==> src/rtl/hazard_scoreboard.sv <==
// ID-stage hazard unit: a shift-register scoreboard of in-flight writes drives
// the stall and forward selects, and a local counter tracks mult/div occupancy.
module hazard_scoreboard #(
    parameter int NUM_STAGES = 3,
    parameter int AW         = 5,
    parameter int TW         = 3,
    parameter int TUSE_INF   = 7,
    parameter int MULT_LAT   = 5,
    parameter int DIV_LAT    = 10,
    parameter int SW         = 2
) (
    input  logic          clk,
    input  logic          rst_n,
    input  logic          id_valid,
    input  logic [AW-1:0] id_rs,
    input  logic [AW-1:0] id_rt,
    input  logic [TW-1:0] id_tuse_rs,
    input  logic [TW-1:0] id_tuse_rt,
    input  logic [AW-1:0] id_dst,
    input  logic [TW-1:0] id_tnew,
    input  logic          id_md_use,
    input  logic          id_md_start,
    input  logic          id_md_div,
    input  logic          flush,
    output logic          stall,
    output logic          clr_ex,
    output logic [SW-1:0] fwd_rs_sel,
    output logic [SW-1:0] fwd_rt_sel,
    output logic          md_busy
);

    localparam int MD_MAX = (MULT_LAT > DIV_LAT) ? MULT_LAT : DIV_LAT;
    localparam int MDW    = $clog2(MD_MAX + 1);

    logic [NUM_STAGES-1:0] v_q, v_d;
    logic [AW-1:0]         dst_q  [NUM_STAGES];
    logic [AW-1:0]         dst_d  [NUM_STAGES];
    logic [TW-1:0]         tnew_q [NUM_STAGES];
    logic [TW-1:0]         tnew_d [NUM_STAGES];
    logic [MDW-1:0]        md_cnt_q, md_cnt_d;

    logic          stall_rs, stall_rt, stall_md, issue;
    logic [SW-1:0] sel_rs, sel_rt;

    function automatic logic [TW-1:0] sat_dec(input logic [TW-1:0] x);
        return (x == '0) ? x : x - TW'(1);
    endfunction

    // Scan oldest to youngest so the youngest matching entry is the one kept.
    function automatic void lookup(input logic [AW-1:0] addr, input logic [TW-1:0] tuse,
                                   output logic stl, output logic [SW-1:0] sel);
        stl = 1'b0;
        sel = '0;
        if (id_valid && addr != '0 && tuse != TW'(TUSE_INF)) begin
            for (int i = NUM_STAGES - 1; i >= 0; i--) begin
                if (v_q[i] && dst_q[i] == addr) begin
                    sel = SW'(i + 1);
                    stl = (tnew_q[i] > tuse);
                end
            end
        end
    endfunction

    always_comb begin
        lookup(id_rs, id_tuse_rs, stall_rs, sel_rs);
        lookup(id_rt, id_tuse_rt, stall_rt, sel_rt);
    end

    assign md_busy    = (md_cnt_q != '0);
    assign stall_md   = md_busy & id_md_use & id_valid;
    assign stall      = stall_rs | stall_rt | stall_md;
    assign clr_ex     = stall;
    assign fwd_rs_sel = sel_rs;
    assign fwd_rt_sel = sel_rt;
    assign issue      = id_valid & ~stall & ~flush;

    always_comb begin
        v_d[0]    = issue & (id_dst != '0);
        dst_d[0]  = id_dst;
        tnew_d[0] = sat_dec(id_tnew);
        for (int i = 1; i < NUM_STAGES; i++) begin
            v_d[i]    = v_q[i-1];
            dst_d[i]  = dst_q[i-1];
            tnew_d[i] = sat_dec(tnew_q[i-1]);
        end
        if (flush) v_d = '0;
    end

    // The mult/div unit keeps running across a flush.
    always_comb begin
        md_cnt_d = md_cnt_q;
        if (issue && id_md_start)
            md_cnt_d = id_md_div ? MDW'(DIV_LAT) : MDW'(MULT_LAT);
        else if (md_cnt_q != '0)
            md_cnt_d = md_cnt_q - MDW'(1);
    end

    always_ff @(posedge clk or negedge rst_n) begin
        if (!rst_n) begin
            v_q      <= '0;
            md_cnt_q <= '0;
            for (int i = 0; i < NUM_STAGES; i++) tnew_q[i] <= '0;
        end else begin
            v_q      <= v_d;
            md_cnt_q <= md_cnt_d;
            for (int i = 0; i < NUM_STAGES; i++) tnew_q[i] <= tnew_d[i];
        end
    end

    always_ff @(posedge clk) begin
        for (int i = 0; i < NUM_STAGES; i++) dst_q[i] <= dst_d[i];
    end

endmodule

==> config.mk <==
export PLATFORM = sky130hd
export DESIGN_NAME = hazard_scoreboard
export DESIGN_NICKNAME = d
export VERILOG_FILES = /design/src/rtl/hazard_scoreboard.sv
export SDC_FILE = /design/constraint.sdc
export NUM_CORES = 1
export LEC_CHECK = 0
export BUFFER_PORTS_ARGS = -buffer_cell sky130_fd_sc_hd__clkbuf_2
export CAP_MARGIN = 20
export CORE_ASPECT_RATIO = 1.25
export CORE_UTILIZATION = 35
export CTS_CLUSTER_SIZE = 16
export DETAILED_ROUTE_END_ITERATION = 12
export SYNTH_ARGS = -nofsm -noshare
export SYNTH_HDL_FRONTEND = slang
export SYNTH_SLANG_ARGS = --single-unit
==> constraint.sdc <==
create_clock -name clk -period 3 [get_ports clk]
set_input_delay 0.6 -clock clk [delete_from_list [all_inputs] [get_ports clk]]
set_output_delay 0.6 -clock clk [all_outputs]
set_load 0.03 [all_outputs]
Word level (Yosys, flattened, before mapping)
Memory sizes are Yosys's and may differ from the RTL's.
Index checks and enable logic that the tools add are counted.
{"block": "word_totals", "ramBits": 15, "elab_cells": 75, "output_inout_bits": 7, "memories": 1, "in_bits": 31, "reg_bits": 16}
{"block": "op_classes", "addsub": 4, "eq_ne": 8, "bitwise": 9, "order_cmp": 6, "mux": 23, "n_reduce_logical": 19}
{"name": "dst_q", "words": 3, "word_bits": 5, "rd": 3, "rd_clocked_by_memory_dff": 0, "wr": 3, "line": "36", "rtl": "logic [AW-1:0] dst_q [NUM_STAGES];"}
{"op": "equality test 5 bit", "n": 6}
{"op": "greater-than comparator 3 bit", "n": 6}
{"op": "2-to-1 mux 2 bit", "n": 8}
{"op": "nonzero test 5 bit", "n": 3}
{"op": "2-to-1 mux 3 bit", "n": 4}
{"op": "2-to-1 mux 4 bit", "n": 3}
{"op": "logical AND 1 bit", "n": 11}
{"op": "logical NOT 3 bit", "n": 3}
{"op": "subtractor 3 x 1 -> 3 bit, second input constant", "n": 3}
{"op": "2-to-1 mux 1 bit", "n": 8}
{"op": "!= test 3 bit, second input constant", "n": 2}
{"op": "bitwise AND 1 bit", "n": 5}
{"op": "nonzero test 4 bit", "n": 1}
{"op": "subtractor 4 x 1 -> 4 bit, second input constant", "n": 1}
{"op": "inverter 1 bit", "n": 2}
{"op": "OR 1 bit", "n": 2}
{"op": "nonzero test 2 bit", "n": 1}

Logic depth before layout (Yosys ltp)
Gate-level depths: netlist of the first run.
{"block": "depth", "word_depth": 13, "ltp_mapped": 9, "depth_no_buf": 9}

Least setup slack after synthesis of the first run
No wires, ideal clock.
{"block": "synth_path", "kind": "input -> output", "from": "in id_rt[4]", "to": "out stall", "arrival_ps": 2255, "path_stages": 7, "required_ps": 2400, "n_path_buf": 1, "path_slack_ps": 145, "cell_sequence": "xor2_1 -> nor4_2 -> nand3_1 -> o311a_1 -> a22oi_2 -> a31o_2 -> buf_4"}
{"block": "synth_between", "elab_chain_len": 8, "word_cells_on_any_way": 15, "cone_classes": "eq/ne (3); mux (4); bitwise (2); reduce/logical (6)"}
{"item": "start: declaration", "line": "16", "rtl": "input logic [AW-1:0] id_rt,"}
{"item": "equality test 5 bit", "line": "56", "rtl": "if (v_q[i] && dst_q[i] == addr) begin"}
{"item": "logical AND 1 bit", "line": "56"}
{"item": "2-to-1 mux 1 bit (3 in series)", "line": "56"}
{"item": "2-to-1 mux 1 bit (*)", "line": "54", "rtl": "if (id_valid && addr != '0 && tuse != TW'(TUSE_INF)) begin"}
{"item": "OR 1 bit (*) (2 in series)", "line": "71", "rtl": "assign stall = stall_rs | stall_rt | stall_md;"}
{"item": "end: declaration", "line": "25", "rtl": "output logic stall,"}
Every way passes the cells marked *; elsewhere a longest branch is shown, timed or not.

Final worst setup path of the first run
{"block": "layout_path", "from": "in id_rt[2]", "to": "out clr_ex"}
{"block": "layout_between", "elab_chain_len": 8, "word_cells_on_any_way": 15, "cone_classes": "eq/ne (3); mux (4); bitwise (2); reduce/logical (6)"}
{"item": "equality test 5 bit", "line": "56"}
{"item": "logical AND 1 bit", "line": "56"}
{"item": "2-to-1 mux 1 bit (3 in series)", "line": "56"}
{"item": "2-to-1 mux 1 bit (*)", "line": "54"}
{"item": "OR 1 bit (*) (2 in series)", "line": "71"}
{"item": "end: declaration", "line": "26", "rtl": "output logic clr_ex,"}
Marked as above.

==> results of run 1 <==
==> cells in the mapped netlist (2+ instances only) <==
cell type | instances | area [um^2]
a21o_1 | 2 | 15.0
a21oi_1 | 4 | 20.0
a31oi_1 | 3 | 18.8
and3_1 | 2 | 12.5
dfrtp_1 | 16 | 400
dfxtp_1 | 15 | 300
ha_1 | 29 | 363
inv_1 | 22 | 82.6
mux2_1 | 2 | 22.5
mux2i_1 | 4 | 40.0
nand2_1 | 6 | 22.5
nand3_1 | 9 | 45.0
nor2_1 | 5 | 18.8
nor2b_1 | 7 | 43.8
nor3_1 | 3 | 15.0
nor4_1 | 4 | 25.0
o211ai_2 | 2 | 25.0
o21a_1 | 2 | 15.0
o21ai_0 | 5 | 25.0
or4_1 | 2 | 15.0
xnor2_1 | 12 | 105
xor2_1 | 23 | 201
==> cell families (layout without fill, tap and decap cells) <==
group | Yosys count | in the layout | share of synthesized area [%]
AO/OA/AOI/OAI | 29 | 29 | 11.8
XOR/XNOR | 35 | 35 | 15.3
adder cells (fa/ha/maj) | 29 | 29 | 18.1
buffers and inverters | 23 | 76 | 4.50
flip-flops | 31 | 31 | 35.0
multiplexers | 6 | 6 | 3.13
AND/OR/NAND/NOR | 44 | 44 | 12.1
==> power groups by stage <==
| stage | clock (W) | combinational, W | sequential (W) |
|---|---|---|---|
| after detailed placement | 0 | 0.000398 | 0.000543 |
| after global placement | 0 | 0.000383 | 0.000543 |
| after CTS | 0.000372 | 0.000401 | 0.000534 |
| final | 0.000356 | 0.000401 | 0.000534 |
| after floorplan | 0 | 0.000294 | 0.000526 |
| after global routing | 0.000393 | 0.000471 | 0.000541 |
==> through the flow <==
stage | hold WS (ns) | worst slack (ns)
after floorplan | 0.304 | 0.145
after global placement | 0.384 | 0.0710
after detailed placement | 0.390 | 0.0540
after CTS | 0.250 | 0.0418
after global routing | 0.262 | 0.0536
final | 0.248 | 0.169
==> final cells by class <==
| cell class | instances | area, um^2 |
|---|---|---|
| Fill cell | 534 | 3050 |
| Inverter | 22 | 82.6 |
| Multi-Input combinational cell | 143 | 1210 |
| Tap cell | 64 | 80.1 |
| Clock buffer | 8 | 100 |
| Sequential cell | 31 | 701 |
| Timing Repair Buffer | 46 | 258 |
==> state kept, by name, summed over array words and instances, names as in the netlist <==
register and cells:
dst_q 15, md_cnt_q 4, tnew_q 9, v_q 3
==> routing by layer <==
| layer | routed length, um | global-route usage, % |
|---|---|---|
| met1 | 1630 | 15.4 |
| met2 | 2480 | 33.3 |
| met3 | 147 | 3.95 |
| met4 | 75 | 6.55 |
| met5 | 0 | 0 |
==> final timing paths <==
path,to,startpoint,slack [ns],cells after the start
worst max-delay path,clr_ex,id_rt[2],0.17,8
worst min-delay path,v_q[2]$_DFF_PN0_,rst_n,0.25,1
worst max register to register,md_cnt_q[1]$_DFFE_PN0P_,dst_q[0][7]$_DFF_P_,0.55,10
worst min register to register,dst_q[0][12]$_DFF_P_,dst_q[0][7]$_DFF_P_,0.40,0
max in group asynchronous,tnew_q[3]$_DFF_PN0_,rst_n,2.45,1
min in group clk,dst_q[0][12]$_DFF_P_,dst_q[0][7]$_DFF_P_,0.40,0
==> worst max-delay path, cell delays in order <==
cell,delay (ns)
clkbuf_2,0.13
xor2_1,0.19
nor4_2,0.32
nand3_1,0.14
o311a_1,0.32
a22oi_2,0.20
a31o_2,0.16
buf_4,0.16
==> what timing repair did <==
| item | CTS | global route |
|---|---|---|
| resized for setup | 0 | 6 |
| hold buffers | 0 | 0 |
| endpoints found under the hold margin | 0 | 0 |
| endpoints found under the setup margin | 0 | 2 |
| setup buffers | 0 | 3 |
==> metrics.cfg, run 1 <==
[floorplan]
start_util_pct=36.5
core-area_um2=5480
die_w_um=69.6
rows=30
io_pins=38
die_h_um=86.5
dieArea_um2=6020

[timing]
worst_slew_pin_slew_ns=0.437
skew_ns=0.00508
finalHoldViolCount=0
period_share_pct=94.4
max_freq_mhz=353
setup_viol=0
relSlewSlack_pct=70.9
maxSlewViolCount=0
finalSetupTns_ns=0
rsz0062_at_grt=false
timing.final.crit_period_ns=2.83

[run_status]
status=completed

[power_and_ir_drop]
p_int_w=0.000885
combPwrFrac_pct=31.1
p_sw_w=0.000406
clkPwrFrac_pct=27.6
p_leak_nw=1.20
swShare_pct=31.4
p_seq_share_pct=41.4
total_power_w=0.00129
power_density_nw_per_um2=531
irDropWorstVdd_mv=0.196

[placed_design]
dpl_cell_area_um2=2300
port_buffers=37
place_congestion=0.843
placedCellCount=303
hpwlAfterDp_mm=3.69

[global_routing]
grt_use_total_pct=16.3
antenna_found_initial=0
grt_max_degree=17
grt_overflow=0
grt_pass1_wl_mm=7.51
grt_pass1_vias=1671

[detailed_routing]
routed_wl_mm=4.33
num_vias=1554
drtPass1Iterations=4
drc=0
wl_per_cell_um=13.8
drtAntennaViolNets=0
viasPerCell=4.95
drt_iter0_markers=56

[setup_path]
crit_type=primary input to output pin
crit_required_ns=2.40
arrival_ns=2.23
crit_fanout=4
critPathCaptureType=output pin
start_kind=primary input

[clock_network]
h-tree-depth=2
cts.reportedPaths.clkPinSlew_ns=0.06
cts_tree=yes
clk_path_buf_depth=2
cts_buffers=5
cts.sinks=31
root_buffer=clkbuf_8
clk_latency_ns=0.28

[synth]
synth_nets=257
synth_cell_types=40
synth-seq-cells=31
seq_area_frac_synth_pct=35.0
synth-main-ff-cell=dfrtp_1
synth-async-reset-ratio_pct=51.6
synth_edf_count=0
synth.avg_cell_area_um2=10.2
syn_inst=197
synthesis.area_um2=2000
yosys_warnings=0

[cells_and_area]
finalNonFillerCells=314
nNetsFinal=309
drive_gt1_share_pct=24.0
final_util_pct=44.4
final_cell_mix=clkbuf_2, ha_1, xor2_1
syn2layout_area_growth_pct=21.5
fin_area_um2=2430
final_common_cell=clkbuf_2
n_antenna_cell=0

[flow_run]
cap_violations=0

[worst_hold_path]
hold_class=primary input to asynchronous set/reset pin

Power figures use the tool's default switching activity.
==> run 2, diff against run 1 <==
Settings changed: CORE_MARGIN set to 2.
Clock period 3 ns to 3.4 ns, I/O delays scaled along.
==> metrics.cfg, run 2 (synthesis gave the netlist of run 1 again) <==
[timing]
maxSlewViolCount=0  ; unchanged
skew_ns=0.00303  ; -0.00205 ns
finalSetupTns_ns=0  ; unchanged
setup_viol=0  ; unchanged
timing.final.crit_period_ns=3.17
relSlewSlack_pct=71.5  ; +0.59 points
worst_slew_pin_slew_ns=0.428  ; -0.00889 ns
period_share_pct=93.2
finalHoldViolCount=0  ; unchanged
max_freq_mhz=315
fin_hold_ws_ns=0.323  ; +0.0754 ns
rsz0062_at_grt=false

[power_and_ir_drop]
irDropWorstVdd_mv=0.276  ; +40%
total_power_w=0.00116  ; -10%
power_density_nw_per_um2=488  ; -8.0%
p_leak_nw=1.16  ; -3.2%

[global_routing]
grt_pass1_vias=1582  ; -5.3%
grt_overflow=0  ; unchanged
grt_use_total_pct=15.0  ; -1.4 points
grt_max_degree=17  ; unchanged
antenna_found_initial=0  ; unchanged
grt_pass1_wl_mm=7.26  ; -3.3%

[clock_network]
root_buffer=clkbuf_8
cts.sinks=31  ; unchanged
cts_buffers=5  ; unchanged
h-tree-depth=2  ; unchanged
cts_tree=yes
cts.reportedPaths.clkPinSlew_ns=0.07  ; about the same
clk_path_buf_depth=2  ; unchanged
holdBufCountCts=0  ; unchanged
postCtsSetupRepairBufs=0  ; unchanged
clk_latency_ns=0.28  ; about the same
post_cts_resized=0  ; unchanged

[detailed_routing]
wl_per_cell_um=14.0  ; +1.1%
drtPass1Iterations=4  ; unchanged
drc=0  ; unchanged
drtAntennaViolNets=0  ; unchanged
viasPerCell=4.89  ; -1.3%
drt_iter0_markers=108  ; +93%
num_vias=1490  ; -4.1%
routed_wl_mm=4.26  ; -1.8%

[floorplan]
die_w_um=71.6  ; +2.9%
die_h_um=88.5  ; +2.3%
rows=30  ; unchanged
dieArea_um2=6340  ; +5.3%
io_pins=38  ; unchanged
start_util_pct=36.5  ; unchanged
core-area_um2=5480  ; unchanged

[setup_path]
timing.rr.start=tnew_q[7]$_DFF_PN0_
start_kind=primary input
crit_required_ns=2.72  ; +0.32 ns
crit_fanout=4  ; unchanged
critical_path.most_common_cell=clkbuf_2
worst_path_max_delay_cell=o311a_1
crit_type=primary input to output pin
rrSetupSlack_ns=1.06  ; +0.51 ns
arrival_ns=2.49  ; +0.26 ns
critPathCaptureType=output pin
crit_chain=clkbuf_2 -> xor2_1 -> nor4_2 -> nand3_1 -> o311a_1 -> a22oi_2 -> a31o_2 -> clkbuf_2
r2r_cells=7  ; -3
max_stage_delay_ns=0.38  ; +0.06 ns
r2r_end=md_cnt_q[3]$_DFFE_PN0P_

[worst_hold_path]
hold_class=primary input to asynchronous set/reset pin

[cells_and_area]
reg_top3=dst_q x15, tnew_q x9, md_cnt_q x4
nNetsFinal=300  ; -2.9%
n_antenna_cell=0  ; unchanged
regMostFlops=dst_q
largest_register_ffs=15  ; unchanged
final_common_cell=clkbuf_2
drive_gt1_share_pct=21.6  ; -2.4 points
final_cell_mix=clkbuf_2, ha_1, xor2_1
syn2layout_area_growth_pct=18.5
fillCellCount=531  ; -0.56%

[placed_design]
port_buffers=37  ; unchanged
place_congestion=0.821  ; -2.5%
hpwlAfterDp_mm=3.55  ; -3.7%

[run_status]
status=completed

[flow_run]
cap_violations=0  ; unchanged

-- run 2: how the worst max path moves through the flow --
| stage | startpoint | to | slack [ns] | cells after the start |
|---|---|---|---|---|
| finish | id_rt[4] | stall | 0.23 | 8 |
| detailed placement | id_rt[4] | stall | 0.23 | 8 |
| CTS | id_rt[4] | stall | 0.22 | 8 |
| global placement | id_rt[4] | clr_ex | 0.21 | 8 |
| floorplan | id_rt[4] | stall | 0.39 | 7 |
| global route | id_rt[4] | clr_ex | 0.11 | 8 |
-- run 2: metrics by stage --
stage | utilization [%] | std cells | setup slack (ns) | instance area, um^2
finish | 43.3 | 305 | 0.230 | 2370
floorplan | - | 197 | 0.385 | 2000
global placement | 41.2 | 297 | 0.215 | 2260
CTS | 43.3 | 305 | 0.222 | 2370
detailed placement | 41.2 | 297 | 0.234 | 2260
global route | 43.3 | 305 | 0.113 | 2370
-- run 2: power breakdown --
part           switching (W)  internal [W]  leakage (nW)
combinational       0.000179      0.000163         0.780
clock               0.000139      0.000207        0.0594
sequential         0.0000474      0.000423         0.323
-- run 2: critical path, delay by kind of cell --
family | cells | cell delay, ns
XOR/XNOR | 1 | 0.18
buffers and inverters | 2 | 0.33
AND/OR/NAND/NOR | 2 | 0.48
AO/OA/AOI/OAI | 3 | 0.82
-- run 2: layout make-up --
class | instances | area, um^2 | share of cell area (%)
inverters | 22 | 82.6 | 3.48
flip-flops and latches | 31 | 701 | 29.6
multi-input cells | 143 | 1210 | 51.0
clock buffers | 7 | 108 | 4.54
well taps | 64 | 80.1 | 3.38
clock inverters | 1 | 5.00 | 0.211
repair buffers | 37 | 185 | 7.81
-- run 2: layer usage --
layer	vias up	global-route usage (%)	share of wire, %
li1	765	-	-
met3	6	3.42	5.5
met5	-	0	0
met1	686	16.9	42
met4	0	4.63	1.4
met2	33	27.8	51
==> run 3, diff against run 2 <==
Settings changed: PLACE_DENSITY_LB_ADDON set to 0.15.
==> metrics.cfg, run 3 (synthesis gave the netlist of run 1 again) <==
[run_status]
status=completed

[placed_design]
hpwlAfterDp_mm=3.66  ; +3.2%
place_congestion=0.800  ; -2.7%
dpl_cell_area_um2=2260  ; unchanged
placedCellCount=297  ; unchanged
port_buffers=37  ; unchanged

[detailed_routing]
viasPerCell=4.94  ; +1.1%
drc=0  ; unchanged
wl_per_cell_um=14.3  ; +2.6%
routed_wl_mm=4.37  ; +2.6%
drtPass1Iterations=4  ; unchanged
drt_iter0_markers=44  ; -59%
num_vias=1506  ; +1.1%
drtAntennaViolNets=0  ; unchanged

[clock_network]
clk_path_buf_depth=2  ; unchanged
post_cts_resized=0  ; unchanged
clk_latency_ns=0.28  ; about the same
cts.reportedPaths.clkPinSlew_ns=0.07  ; about the same
root_buffer=clkbuf_8
holdBufCountCts=0  ; unchanged
postCtsSetupRepairBufs=0  ; unchanged
cts.sinks=31  ; unchanged
cts_tree=yes
cts_buffers=5  ; unchanged
h-tree-depth=2  ; unchanged

[setup_path]
crit_required_ns=2.72  ; about the same
start_kind=primary input
crit_type=primary input to output pin
crit_fanout=4  ; unchanged
arrival_ns=2.54  ; +0.05 ns
critPathCaptureType=output pin

[cells_and_area]
final_cell_mix=clkbuf_2, ha_1, xor2_1
syn2layout_area_growth_pct=18.8
largest_register_ffs=15  ; unchanged
reg_top3=dst_q x15, tnew_q x9, md_cnt_q x4
fin_area_um2=2380  ; +0.21%
nNetsFinal=300  ; unchanged
regMostFlops=dst_q
n_antenna_cell=0  ; unchanged
finalNonFillerCells=305  ; unchanged
fillCellCount=547  ; +3.0%
final_common_cell=clkbuf_2
drive_gt1_share_pct=21.6  ; unchanged
final_util_pct=43.4  ; +0.091 points

[global_routing]
grt_pass1_wl_mm=7.10  ; -2.2%
grt_max_degree=17  ; unchanged
grt_pass1_vias=1525  ; -3.6%
grt_use_total_pct=15.1  ; +0.13 points
grt_overflow=0  ; unchanged
antenna_found_initial=0  ; unchanged

[timing]
max_freq_mhz=310  ; -1.6%
skew_ns=0.00449  ; +0.00146 ns
relSlewSlack_pct=71.2  ; -0.26 points
period_share_pct=94.8  ; +1.6 points
finalHoldViolCount=0  ; unchanged
setup_viol=0  ; unchanged
maxSlewViolCount=0  ; unchanged
worst_slew_pin_slew_ns=0.432  ; +0.00388 ns
timing.final.crit_period_ns=3.22  ; +0.0528 ns
fin_hold_ws_ns=0.321  ; -0.00199 ns
finalSetupTns_ns=0  ; unchanged
rsz0062_at_grt=false

[worst_hold_path]
hold_class=primary input to asynchronous set/reset pin

[power_and_ir_drop]
p_leak_nw=1.16  ; +0.16%
power_density_nw_per_um2=498  ; +2.0%
irDropWorstVdd_mv=0.170  ; -38%

[floorplan]
start_util_pct=36.5  ; unchanged
io_pins=38  ; unchanged
die_w_um=71.6  ; unchanged
dieArea_um2=6340  ; unchanged
rows=30  ; unchanged
core-area_um2=5480  ; unchanged
die_h_um=88.5  ; unchanged

[flow_run]
cap_violations=0  ; unchanged

run 3: cell count changes in the layout (fill, tap and decap cells not counted):
cell and delta:
clkbuf_16 -1, bufinv_16 +1
run 3: stage by stage:
step / total power, W / setup WS (ns)
floorplan: 0.000724 / 0.385
global placement: 0.000819 / 0.182
detailed placement: 0.000826 / 0.146
CTS: 0.00121 / 0.137
global route: 0.00128 / 0.0411
finish: 0.00118 / 0.177
run 3: metal layers:
metal	track usage, %	up-vias	part of all wire (%)
li1	-	768	-
met1	16.0	691	40
met2	27.6	35	53
met3	4.56	12	4.5
met4	6.35	0	2.7
met5	0	-	0
run 3: worst paths after layout:
check | start | endpoint | slack [ns] | cells past startpoint
worst max-delay path | id_rt[4] | clr_ex | 0.18 | 8
worst max register to register | tnew_q[7]$_DFF_PN0_ | md_cnt_q[1]$_DFFE_PN0P_ | 1.11 | 7
max in group asynchronous | rst_n | v_q[2]$_DFF_PN0_ | 2.77 | 1
min in group clk | dst_q[0][7]$_DFF_P_ | dst_q[0][12]$_DFF_P_ | 0.39 | 0
worst min register to register | dst_q[0][7]$_DFF_P_ | dst_q[0][12]$_DFF_P_ | 0.39 | 0
worst min-delay path | rst_n | md_cnt_q[1]$_DFFE_PN0P_ | 0.32 | 1
run 3: final cells by class:
type                       instances  area, um^2  share of cell area [%]
multi-input combinational        143        1210                    50.9
timing repair buffer              37         185                    7.79
sequential                        31         701                    29.5
tap                               64        80.1                    3.37
inverter                          22        82.6                    3.48
clock inverter                     2        35.0                    1.47
clock buffer                       6        82.6                    3.48
run 3: power by group:
group	total (W)	switching, W	internal [W]
registers	0.000471	0.0000472	0.000423
logic	0.000339	0.000176	0.000163
clock network	0.000375	0.000138	0.000237
run 3: critical path, stage by stage:
cell and delay (ns):
clkbuf_2 0.13, xor2_1 0.18, nor4_2 0.32, nand3_1 0.18, o311a_1 0.40, a22oi_2 0.28
a31o_2 0.18, clkbuf_2 0.21
